===== src/rtl/fft_pkg.sv =====
// Shared definitions for the streaming FFT stage controllers.
//   sdf_state_t      : stage controller sequencing states
//   TW_*             : twiddle coefficient format (signed fixed point, 8 fraction bits)
//   N_POINTS_DEFAULT : default transform length
package fft_pkg;

    typedef enum logic [1:0] {
        IDLE  = 2'd0,
        PRIME = 2'd1,
        RUN   = 2'd2,
        DRAIN = 2'd3
    } sdf_state_t;

    // Twiddle words are TW_W bits wide with TW_FRAC fraction bits.
    // Index 0 of every twiddle ROM holds TW_ONE (W^0 = 1.0).
    localparam int          TW_W       = 24;
    localparam int          TW_FRAC    = 8;
    localparam logic [23:0] TW_ONE     = 24'h000100;
    localparam logic [23:0] TW_NEG_ONE = 24'hFFFF00;

    localparam int N_POINTS_DEFAULT = 256;

endpackage


===== src/rtl/sdf_tw_addr_gen.sv =====
// Twiddle-ROM address generator for one radix-2 SDF stage.
// Purely combinational.
//   cnt       in  : low LOG2N-1 bits of the stage input position
//   phase     in  : stage phase (1 = butterfly half, 0 = pass-through half)
//   out_valid in  : stage output valid this cycle
//   tw_addr   out : twiddle index k for W_N^k; 0 (unity) unless phase = 0 and output is valid
module sdf_tw_addr_gen #(
    parameter int  N_POINTS = 256,
    parameter int  DELAY    = 64,
    localparam int LOG2N    = $clog2(N_POINTS)
) (
    input  logic [LOG2N-2:0] cnt,
    input  logic             phase,
    input  logic             out_valid,
    output logic [LOG2N-2:0] tw_addr
);
    // Stride between consecutive twiddle indices is N/(2*DELAY), a power of two.
    localparam int               LOG2D  = $clog2(DELAY);
    localparam int               LOG2S  = LOG2N - 1 - LOG2D;
    localparam logic [LOG2N-2:0] K_MASK = (LOG2N-1)'(DELAY - 1);

    logic [LOG2N-2:0] k_mod;

    // cnt mod DELAY; for DELAY = 1 the mask is zero and the index collapses to 0.
    assign k_mod = cnt & K_MASK;

    // The largest product, (DELAY-1) * N/(2*DELAY), is below N/2, so it fits.
    assign tw_addr = (out_valid && !phase) ? (k_mod << LOG2S) : '0;

endmodule


===== src/rtl/sdf_stage_ctrl.sv =====
// Sequencing controller for one radix-2 single-path delay-feedback FFT stage.
// Counts accepted samples, decodes butterfly/pass-through select, drives the
// twiddle-ROM address, output valid/last, and drains the delay line on flush.
// All outputs are decoded combinationally from the registers and the current
// inputs, so the controls apply to the sample accepted in the same cycle.
//   clk, rst_n : clock, asynchronous active-low reset
//   in_valid   : input sample present
//   in_last    : last sample of a frame (qualified by in_valid)
//   flush      : one-cycle drain request after the final frame
//   in_ready   : stage accepts a sample this cycle (low while draining)
//   shift_en   : delay-line shift enable
//   bfly_sel   : 1 = butterfly, 0 = pass-through
//   tw_addr    : twiddle index k for W_N^k
//   out_valid  : stage output sample valid
//   out_last   : last output sample of a frame
//   busy       : controller not idle
//   frame_err  : sticky framing error (misplaced in_last or flush)
module sdf_stage_ctrl
    import fft_pkg::*;
#(
    parameter int  N_POINTS = N_POINTS_DEFAULT,
    parameter int  DELAY    = 64,
    localparam int LOG2N    = $clog2(N_POINTS)
) (
    input  logic             clk,
    input  logic             rst_n,
    input  logic             in_valid,
    input  logic             in_last,
    input  logic             flush,
    output logic             in_ready,
    output logic             shift_en,
    output logic             bfly_sel,
    output logic [LOG2N-2:0] tw_addr,
    output logic             out_valid,
    output logic             out_last,
    output logic             busy,
    output logic             frame_err
);
    localparam int               LOG2D    = $clog2(DELAY);
    localparam logic [LOG2N-1:0] CNT_MAX  = LOG2N'(N_POINTS - 1);
    localparam logic [LOG2N-1:0] DLY_LAST = LOG2N'(DELAY - 1);

    sdf_state_t       state_reg, state_next;
    logic [LOG2N-1:0] cnt_reg, cnt_next;
    logic [LOG2N-1:0] ocnt_reg, ocnt_next;
    logic [LOG2N-1:0] dcnt_reg, dcnt_next;
    logic             frame_err_reg, frame_err_next;

    logic acc;
    logic draining;
    logic phase;
    logic flush_ok;

    // ------------------------------------------------------------------
    // State registers
    // ------------------------------------------------------------------
    always_ff @(posedge clk or negedge rst_n) begin
        if (!rst_n) begin
            state_reg     <= IDLE;
            cnt_reg       <= '0;
            ocnt_reg      <= '0;
            dcnt_reg      <= '0;
            frame_err_reg <= 1'b0;
        end else begin
            state_reg     <= state_next;
            cnt_reg       <= cnt_next;
            ocnt_reg      <= ocnt_next;
            dcnt_reg      <= dcnt_next;
            frame_err_reg <= frame_err_next;
        end
    end

    // ------------------------------------------------------------------
    // Output decode
    // ------------------------------------------------------------------
    always_comb begin
        draining  = (state_reg == DRAIN);
        in_ready  = !draining;
        acc       = in_valid && in_ready;
        shift_en  = acc || draining;
        // First half of each 2*DELAY block is pass-through, second half butterfly.
        phase     = cnt_reg[LOG2D];
        // Drain only covers cnt 0..DELAY-1, so phase is already 0 there;
        // forcing it keeps the drain select explicit.
        bfly_sel  = draining ? 1'b0 : phase;
        out_valid = draining || ((state_reg == RUN) && acc);
        out_last  = out_valid && (ocnt_reg == CNT_MAX);
        busy      = (state_reg != IDLE);
        frame_err = frame_err_reg;
        // Honour flush only on a frame boundary with no sample arriving.
        flush_ok  = flush && (state_reg == RUN) && (cnt_reg == '0) && !in_valid;
    end

    sdf_tw_addr_gen #(
        .N_POINTS (N_POINTS),
        .DELAY    (DELAY)
    ) u_tw_addr_gen (
        .cnt       (cnt_reg[LOG2N-2:0]),
        .phase     (phase),
        .out_valid (out_valid),
        .tw_addr   (tw_addr)
    );

    // ------------------------------------------------------------------
    // Next-state logic
    // ------------------------------------------------------------------
    always_comb begin
        state_next     = state_reg;
        cnt_next       = cnt_reg;
        ocnt_next      = ocnt_reg;
        dcnt_next      = dcnt_reg;
        frame_err_next = frame_err_reg;

        // N_POINTS is a power of two, so natural overflow is the wrap.
        if (acc || draining) begin
            cnt_next = cnt_reg + 1'b1;
        end

        // Misplaced in_last: flag it and resync the input position.
        if (acc && in_last && (cnt_reg != CNT_MAX)) begin
            frame_err_next = 1'b1;
            cnt_next       = '0;
        end

        if (out_valid) begin
            ocnt_next = ocnt_reg + 1'b1;
        end

        if (flush && !flush_ok) begin
            frame_err_next = 1'b1;
        end

        unique case (state_reg)
            IDLE, PRIME: begin
                // The sample accepted at cnt = DELAY-1 completes the fill;
                // with DELAY = 1 this happens on the very first sample.
                if (acc) begin
                    state_next = (cnt_reg == DLY_LAST) ? RUN : PRIME;
                end
            end
            RUN: begin
                if (flush_ok) begin
                    state_next = DRAIN;
                    dcnt_next  = '0;
                end
            end
            DRAIN: begin
                dcnt_next = dcnt_reg + 1'b1;
                if (dcnt_reg == DLY_LAST) begin
                    state_next = IDLE;
                    cnt_next   = '0;
                    ocnt_next  = '0;
                end
            end
            default: state_next = IDLE;
        endcase
    end

endmodule


===== config.mk =====
export PLATFORM = sky130hd
export DESIGN_NAME = sdf_stage_ctrl
export DESIGN_NICKNAME = d
export VERILOG_FILES = /design/src/rtl/fft_pkg.sv /design/src/rtl/sdf_tw_addr_gen.sv /design/src/rtl/sdf_stage_ctrl.sv
export SDC_FILE = /design/constraint.sdc
export NUM_CORES = 1
export LEC_CHECK = 0
export ABC_AREA = 1
export BUFFER_PORTS_ARGS = -buffer_cell sky130_fd_sc_hd__buf_2
export CAP_MARGIN = 20
export CORE_MARGIN = 4
export CORE_UTILIZATION = 40
export DETAILED_ROUTE_END_ITERATION = 10
export GPL_TIMING_DRIVEN = 0
export SETUP_SLACK_MARGIN = 0.4
export SLEW_MARGIN = 10
export SYNTH_ARGS = -nofsm -noshare
export SYNTH_HDL_FRONTEND = slang
export SYNTH_HIERARCHICAL = 1
export SYNTH_SLANG_ARGS = --single-unit

===== constraint.sdc =====
create_clock -name clk -period 1.55 [get_ports clk]
set_input_delay 0.31 -clock clk [delete_from_list [all_inputs] [get_ports clk]]
set_output_delay 0.31 -clock clk [all_outputs]
set_load 0.02 [all_outputs]

Word level (Yosys, flattened, before mapping)
Index checks and enable logic that the tools add are counted.
{ "op_classes": {"addsub": 3, "eq_ne": 10, "mux": 18, "n_reduce_logical": 24} }
{ "ops": {"columns": ["operator", "n"], "rows": [
  ["$mux 8", 8],
  ["$add 8x1->8 const B", 3],
  ["$eq 8x6->1 const B", 2],
  ["$pmux 8 s2", 1],
  ["$logic_and 1x1->1", 10],
  ["$eq 8x8->1 const B", 1],
  ["$logic_not 8->1", 1],
  ["$mux 2", 4],
  ["$ne 8x8->1 const B", 1],
  ["$mux 7", 1],
  ["$pmux 2 s3", 1],
  ["$reduce_bool 2->1", 3],
  ["$eq 2x2->1 const B", 2],
  ["$logic_not 1->1", 4],
  ["$ne 2x2->1 const B", 2],
  ["$mux 1", 3],
  ["$reduce_and 3->1", 1],
  ["$eq 2x1->1 const B", 1],
  ["$logic_not 2->1", 1],
  ["$logic_or 1x1->1", 2],
  ["$ne 2x1->1 const B", 1],
  ["$reduce_and 2->1", 1],
  ["$reduce_or 2->1", 1]
]} }
{ "totals": {"reg_bits": 27, "input_bits": 5, "wordCells": 60} }

Depth between registers and ports, before layout
Gate-level depths: netlist (run 1).
{ "logic_depth": {"depth_word": 8, "depth_mapped": 9, "ltp_nobuf": 9} }

Hierarchy
The synthesis (run 1) kept the hierarchy.
{ "modules_own_cells": {"columns": ["mod", "n_inst", "cells_each", "area_each_um2", "seq_area_each_um2"], "rows": [
  ["sdf_stage_ctrl", 1, 197, 1516.5, 675.6],
  ["sdf_tw_addr_gen", 1, 16, 66.3, 0.0]
]} }

Worst setup path before layout (run 1)
OpenSTA, ideal clock, no wires.
{ "synth_timing": {"kind": "register to output", "startpoint": "reg state_reg[1]", "endpoint": "out out_last", "t_arrival_ns": 1.401, "setup_slack_ns": -0.161, "path_stages_with_launch": 7, "path_buffers": 0, "cell_sequence": "dfrtp_1 -> o21ai_2 -> inv_1 -> nand3_1 -> nor2_1 -> nand2_1 -> nor2_1"} }
{ "synth_between": {"elab_chain_cells": 6} }
{ "synth_lines": {"columns": ["element", "line_no", "text"], "rows": [
  ["start, declared", "sdf_stage_ctrl.sv:43", "sdf_state_t state_reg, state_next;"],
  ["start signal, assigned", "sdf_stage_ctrl.sv:65", "state_reg <= state_next;"],
  ["$eq 2x2->1", "sdf_stage_ctrl.sv:77", "draining = (state_reg == DRAIN);"],
  ["$logic_not 1->1", "sdf_stage_ctrl.sv:78", "in_ready = !draining;"],
  ["$logic_and 1x1->1", "sdf_stage_ctrl.sv:79", "acc = in_valid && in_ready;"],
  ["$logic_and 1x1->1", "sdf_stage_ctrl.sv:86", "out_valid = draining || ((state_reg == RUN) && acc);"],
  ["$logic_or 1x1->1 (*)", "sdf_stage_ctrl.sv:86", null],
  ["named net out_valid", "sdf_stage_ctrl.sv:34", "output logic out_valid,"],
  ["$logic_and 1x1->1 (*)", "sdf_stage_ctrl.sv:87", "out_last = out_valid && (ocnt_reg == CNT_MAX);"],
  ["end, declared", "sdf_stage_ctrl.sv:35", "output logic out_last,"]
]} }
The timed path passes the listed nets; every way through them passes the cells marked *.

Final worst setup path (run 1)
{ "layout_timing": {"startpoint": "reg state_reg[0]", "endpoint": "out out_last"} }
{ "layout_between": {"elab_chain_cells": 6} }
{ "layout_lines": {"columns": ["element", "line_no"], "rows": [
  ["$eq 2x2->1", "sdf_stage_ctrl.sv:77"],
  ["$logic_not 1->1", "sdf_stage_ctrl.sv:78"],
  ["$logic_and 1x1->1", "sdf_stage_ctrl.sv:79"],
  ["$logic_and 1x1->1", "sdf_stage_ctrl.sv:86"],
  ["$logic_or 1x1->1 (*)", "sdf_stage_ctrl.sv:86"],
  ["$logic_and 1x1->1 (*)", "sdf_stage_ctrl.sv:87"]
]} }
Every way passes the cells marked *; elsewhere a longest branch is shown, timed or not.

==> impl_metrics.env, run 1 <==
export IMPL_cts_sinks=27
export IMPL_die_y_um=70.91
export IMPL_power_frac_comb_pct=61.5
export IMPL_min_period_ns=1.642
export IMPL_sequentialPowerShare_pct=29.4
export IMPL_die_w_um=70.91
export IMPL_p_sw_w=0.001983
export IMPL_postLayoutCoreUtil_pct=65.27
export IMPL_fin_ws_ns=-0.09159
export IMPL_syn_inst=213
export IMPL_clk_path_buf_depth=2
export IMPL_status="finished, violations left"
export IMPL_cts_tree="built"
export IMPL_wire_per_inst_um=12.39
export IMPL_grt_overflow=0
export IMPL_synthArstFlopShare_pct=100.0
export IMPL_worst_skew_pair_late_latency_ns=0.27
export IMPL_drc_errors=0
export IMPL_path_max_fanout=3
export IMPL_ir_drop_mv=1.166
export IMPL_dp_hpwl_um=2348
export IMPL_first_global_vias=1370
export IMPL_synth_compound_area_share_pct=6.008
export IMPL_synth_area_um2=1583
export IMPL_ys_warn_count=6
export IMPL_viasPerCell=4.790
export IMPL_drtIter0Drc=34
export IMPL_max_slew_margin_pct=58.37
export IMPL_core_area_um2=3744
export IMPL_rsz0062_at_grt="true"
export IMPL_ys_types=30
export IMPL_nets=271
export IMPL_vias=1480
export IMPL_cts_made_buffers=3
export IMPL_synth_top_cell_area_share_pct=42.69
export IMPL_htreeDepth=1
export IMPL_finalClockSkew_ns=0.002656
export IMPL_portBuffers=17
export IMPL_setup_tns_ns=-0.3566
export IMPL_min_period_over_period_pct=105.9
export IMPL_die_area_um2=5028
export IMPL_required_ns=1.24
export IMPL_area_delta_synth_final_pct=54.39
export IMPL_p_sw_share_pct=44.57
export IMPL_violations="negative setup slack"
export IMPL_grt_max_degree=28
export IMPL_fillers=313
export IMPL_ant_nets=0
export IMPL_p_clk_share_pct=9.2
export IMPL_cap_violations=0
export IMPL_first_pass_iters=4
export IMPL_p_int_w=0.002465
export IMPL_clockRootBuffer="clkbuf_8"
export IMPL_wirelength_um=3828
export IMPL_crit_type="register to output port"
export IMPL_synth_mux_area_share_pct=0.6324
export IMPL_arrival_ns=1.33
export IMPL_tightest_slew_ns=0.6244
export IMPL_antenna_found_initial=0
export IMPL_worstSetupStartpointType="register"
export IMPL_ys_flop_type="dfrtp_1"
export IMPL_synth_top_family_by_area="simple AND/OR/NAND/NOR gates"
export IMPL_synth_common_cells="nand2_1 (50), inv_1 (35), nor2_1 (35)"
export IMPL_synth_top_cell_by_area="dfrtp_1"
export IMPL_place_congestion=0.7655
export IMPL_hold_viol=0
export IMPL_leakage_nw=1.123
export IMPL_clkTransAtPathRegs_ns=0.09
export IMPL_synth_adder_area_share_pct=3.162
export IMPL_synth_most_common_cell="nand2_1"
export IMPL_synth_avg_cell_area_um2=7.431
export IMPL_ys_ff_latch=27
export IMPL_start_util_pct=42.28
export IMPL_end_kind="output port"
export IMPL_slew_viol_final=0
export IMPL_fmax_ghz=0.6092
export IMPL_synth_fp_nets=222
export IMPL_setup_viol=10
export IMPL_synth_area_leaders="dfrtp_1 (43%), nand2_1 (12%), inv_1 (8.3%), nor2_1 (8.3%), nand3_1 (5.1%)"
export IMPL_core_rowCount=22
export IMPL_io_pins=19
export IMPL_grt_pass1_wl_um=6258
export IMPL_n_antenna_cell=0
export IMPL_hold_class="primary input to asynchronous set/reset pin"
export IMPL_drive_gt1_share_pct=49.43
export IMPL_synth_edff_count=0
export IMPL_yosys_area_share_simple_pct=33.99
export IMPL_power_density_nw_per_um2=1820
export IMPL_synth_seq_area_share_pct=42.69
export IMPL_grt_total_usage_pct=15.29
export IMPL_synthXorXnorAreaFrac_pct=3.320
-- cell families (layout without fill, tap and decap cells) --
logic type / Yosys count / in the layout
multiplexers: 1 / 1
AND/OR/NAND/NOR: 118 / 118
AO/OA/AOI/OAI: 17 / 17
other: 1 / 1
flip-flops: 27 / 27
buffers and inverters: 39 / 87
XOR/XNOR: 6 / 6
adder cells (fa/ha/maj): 4 / 4
-- power by group through the flow --
stage	Sequential (W)	Clock (W)	Combinational (W)
2_1_floorplan	0.00122	0	0.00130
3_3_place_gp	0.00128	0	0.00159
3_5_place_dp	0.00129	0	0.00161
4_1_cts	0.00127	0.000424	0.00230
5_1_grt	0.00134	0.000464	0.00301
6_report	0.00131	0.000407	0.00274
-- area by class of cell --
cell class | instances | area [µm²] | area share, %
buffer | 2 | 22.52 | 0.9217
clock buffer | 4 | 45.04 | 1.843
inverter | 37 | 146.4 | 5.991
multi-input combinational | 147 | 1099 | 44.96
sequential | 27 | 680.7 | 27.85
tap | 48 | 60.06 | 2.458
timing repair buffer | 44 | 390.4 | 15.98
-- cells in the final DEF (no fill, tap or decap), drive strengths merged --
cell / count
buf: 46
nand4: 3
o31ai: 1
xor2: 5
nor2: 37
and2: 1
conb: 1
inv: 36
clkinv: 1
a21o: 1
a21oi: 5
o21ai: 9
clkbuf: 4
dfrtp: 27
xnor2: 1
nand3: 18
nand2: 54
mux2i: 1
ha: 4
or2: 2
nand3b: 1
nor3: 2
o22ai: 1
-- metrics by stage --
step / hold slack [ns] / total power, W / cell area, µm² / std cells / setup WS [ns]
2_1_floorplan: 0.01441 / 0.002517 / 1655 / 213 / 0.09552
3_3_place_gp: 0.3722 / 0.002866 / 1800 / 278 / -0.07383
3_5_place_dp: 0.3702 / 0.002898 / 1800 / 278 / -0.07649
4_1_cts: 0.06880 / 0.003991 / 2161 / 300 / -0.1235
5_1_grt: 0.08815 / 0.004815 / 2444 / 309 / -0.1888
6_report: 0.04166 / 0.004448 / 2444 / 309 / -0.09159
-- worst max-delay path: stages (launching register included) --
cell and delay (ns):
dfrtp_1 0.42, o21ai_4 0.18, inv_4 0.08, nand3_4 0.10, nor2_4 0.04, nand2_2 0.08
nor2_4 0.03, buf_6 0.12
-- repair_timing --
action / CTS / global route
hold buffers: 0 / 0
endpoints found under the hold margin: 0 / 0
setup endpoints to repair: 39 / 40
pin swaps: 19 / 22
gates resized for setup: 45 / 64
setup buffers: 18 / 9
-- path summary, 6_finish.rpt --
check,from,to,slack (ns),cells past startpoint
hold reg to reg,frame_err,frame_err,0.51,2
setup / recovery,state_reg[0],out_last,-0.09,7
max in group asynchronous,rst_n,cnt_reg[3],1.06,1
setup reg to reg,state_reg[1],dcnt_reg[3],0.06,7
hold / removal,rst_n,ocnt_reg[5],0.04,1
min in group clk,flush,frame_err,0.28,3
-- metal layers --
layer,vias to the layer above,global-route usage (%),part of all wire [%]
li1,749,-,-
met1,698,22.22,47
met2,27,23.79,48
met3,6,2.415,4.1
met4,0,3.758,1.3
met5,-,0,0
Note: power is estimated with default switching activity, not from simulation.
==> inputs of run 2 (changes only) <==
ABC_AREA = default   (was 1)
PLACE_DENSITY = 0.66   (was default)
==> run 2 against run 1 <==
The flow still finishes with violations (negative setup slack). Cell count fell by 10%. Worst hold slack got worse by 0.011 ns. Synthesized area decreased by 6.2%. Sequential share of layout area down 0.11 points. Global-route usage increased by 4.9 points. Die area down 5.5%. Core utilization is 5.5 points higher. Design area is 0.41% higher. Fmax down 7.2%. Largest cell class unchanged.
==> impl_metrics.env, run 2 <==
export IMPL_clkTransAtPathRegs_ns=0.10
export IMPL_r2r_cells=10
export IMPL_cts_sinks=27
export IMPL_end_kind="output port"
export IMPL_final_common_cell="buf_6"
export IMPL_fin_ws_ns=-0.2197
export IMPL_setup_tns_ns=-5.531
export IMPL_setup_viol=38
export IMPL_synth_area_leaders="dfrtp_1 (45%), xnor2_1 (5.9%), nor2_1 (5.3%), nand3_1 (3.7%), o21ai_0 (3.7%)"
export IMPL_critPathMaxStageDelay_ns=0.48
export IMPL_die_w_um=68.94
export IMPL_ys_flop_type="dfrtp_1"
export IMPL_violations="negative setup slack"
export IMPL_core_rowCount=21
export IMPL_power_w=0.002096
export IMPL_crit_cells=5
export IMPL_pre_cts_slack_ns=-0.1639
export IMPL_min_period_over_period_pct=114.2
export IMPL_grt_pass1_wl_um=7127
export IMPL_nets=241
export IMPL_syn_inst=162
export IMPL_cts_made_buffers=3
export IMPL_critPathMostFrequentCell="buf_6"
export IMPL_seqCellArea_um2=680.7
export IMPL_required_ns=1.24
export IMPL_ys_types=34
export IMPL_synth_avg_cell_area_um2=9.168
export IMPL_status="finished, violations left"
export IMPL_ys_ff_latch=27
export IMPL_ant_nets=0
export IMPL_r2r_start="state_reg[1]"
export IMPL_cts_tree="built"
export IMPL_power_density_nw_per_um2=854.2
export IMPL_worst_skew_pair_late_latency_ns=0.28
export IMPL_fmax_ghz=0.5651
export IMPL_cp_top_family="flip-flops"
export IMPL_core_area_um2=3468
export IMPL_viasPerCell=5.440
export IMPL_first_global_vias=1529
export IMPL_wirelength_um=4708
export IMPL_die_area_um2=4752
export IMPL_start_util_pct=42.82
export IMPL_tightest_slew_ns=0.6096
export IMPL_die_y_um=68.94
export IMPL_synth_fp_nets=171
export IMPL_max_slew_margin_pct=59.36
export IMPL_drc_errors=0
export IMPL_mostFrequentLayoutCells="buf_6 (35), buf_4 (28), dfrtp_1 (23)"
export IMPL_fillers=263
export IMPL_vias=1507
export IMPL_r2r_end="cnt_reg[4]"
export IMPL_n_antenna_cell=0
export IMPL_synth_most_common_cell="dfrtp_1"
export IMPL_rsz0062_at_grt="true"
export IMPL_final_area_um2=2454
export IMPL_leakage_nw=1.097
export IMPL_dpl_cell_area_um2=1680
export IMPL_ir_drop_mv=0.9282
export IMPL_hold_viol=0
export IMPL_synth_seq_area_share_pct=45.49
export IMPL_synth_edff_count=0
export IMPL_io_pins=19
export IMPL_area_delta_synth_final_pct=65.21
export IMPL_synth_common_cells="dfrtp_1 (27), nor2_1 (21), nand2_1 (14)"
export IMPL_critPathBufInv=3
export IMPL_ys_warn_count=6
export IMPL_path_cells="buf_6 > o21ai_4 > inv_4 > and3b_1 > buf_6"
export IMPL_htreeDepth=1
export IMPL_synth_top_cell_by_area="dfrtp_1"
export IMPL_synth_area_um2=1485
export IMPL_multi_input_area_um2=977.2
export IMPL_path_max_fanout=7
export IMPL_place_congestion=0.8129
export IMPL_min_period_ns=1.770
export IMPL_clk_path_buf_depth=2
export IMPL_crit_path_top_delay_cell="dfrtp_2"
export IMPL_dp_hpwl_um=2311
export IMPL_slew_viol_final=0
export IMPL_grt_total_usage_pct=20.16
export IMPL_r2r_setup_slack_ns=-0.20
export IMPL_hold_class="primary input to asynchronous set/reset pin"
export IMPL_first_pass_iters=5
export IMPL_crit_type="register to output port"
export IMPL_worstSetupStartpointType="register"
export IMPL_arrival_ns=1.46
export IMPL_clockRootBuffer="clkbuf_8"
export IMPL_antenna_found_initial=0
export IMPL_grt_overflow=0
export IMPL_drtIter0Drc=68
export IMPL_synthArstFlopShare_pct=100.0
export IMPL_cap_violations=0
export IMPL_portBuffers=16
export IMPL_postLayoutCoreUtil_pct=70.74
export IMPL_grt_max_degree=28
export IMPL_synth_top_cell_area_share_pct=45.49
export IMPL_cts_hold_buf=0
export IMPL_finalClockSkew_ns=0.008756
export IMPL_wire_per_inst_um=17.00
export IMPL_drive_gt1_share_pct=52.38
run 2: worst register-to-register path, cell delays in order (launching register included):
cell and delay (ns):
dfrtp_2 0.47, and2_4 0.18, buf_8 0.11, clkinv_4 0.05, buf_8 0.11, buf_6 0.09, buf_6 0.08, buf_6 0.11
nand3_4 0.09, o21bai_4 0.25, nor2_1 0.09
run 2: kinds of logic (layout without fill, tap and decap cells):
family                   Yosys count  after routing  share of synthesized area (%)
AO/OA/AOI/OAI                     28             28                          11.88
XOR/XNOR                          13             13                          7.666
AND/OR/NAND/NOR                   76             76                          26.79
other                              1              1                         0.2525
adder cells (fa/ha/maj)            4              4                          3.370
buffers and inverters             12             81                          3.875
multiplexers                       1              1                         0.6740
flip-flops                        27             27                          45.49
run 2: layer usage:
metal / share of wire, % / wire (µm) / vias up / GRT usage [%]
met3: 3.7 / 176 / 15 / 2.755
met2: 55 / 2594 / 47 / 35.83
met4: 2.4 / 112 / 0 / 8.029
met1: 39 / 1825 / 748 / 24.39
met5: 0 / 0 / - / 0
li1: - / - / 697 / -
run 2: worst max path at each step:
stage	startpoint	endpoint	slack, ns
after global placement	state_reg[0]	cnt_reg[6]	-0.12
after detailed placement	state_reg[0]	cnt_reg[7]	-0.16
after global routing	state_reg[0]	tw_addr[3]	-0.27
after floorplan	dcnt_reg[7]	cnt_reg[0]	0.10
final	state_reg[0]	tw_addr[6]	-0.22
after CTS	state_reg[0]	bfly_sel	-0.19
run 2: cell type report:
class,instances,share of cell area (%)
multi-input cells,123,39.83
flip-flops and latches,27,27.74
repair buffers,65,24.94
well taps,46,2.346
plain buffers,4,1.734
clock buffers,3,1.683
inverters,8,1.530
clock inverters,1,0.2040
run 2: timing repair:
item | in CTS | in global routing
endpoints found under the setup margin | 39 | 40
pin swaps | 23 | 17
setup buffers | 37 | 12
gates resized for setup | 66 | 31
run 2: where the power goes:
part,internal (W),switching (W),leakage [nW]
registers,0.000801,0.000158,0.316
clock network,0.000181,0.000230,0.0255
logic,0.000363,0.000363,0.755
total,0.00134,0.000752,1.10
run 2: per-stage QoR:
| step | hold WS [ns] | instances |
|---|---|---|
| after global placement | 0.3534 | 224 |
| after detailed placement | 0.3653 | 224 |
| after global routing | 0.08001 | 277 |
| after CTS | 0.06206 | 265 |
| after floorplan | 0.01441 | 162 |
| final | 0.03102 | 277 |
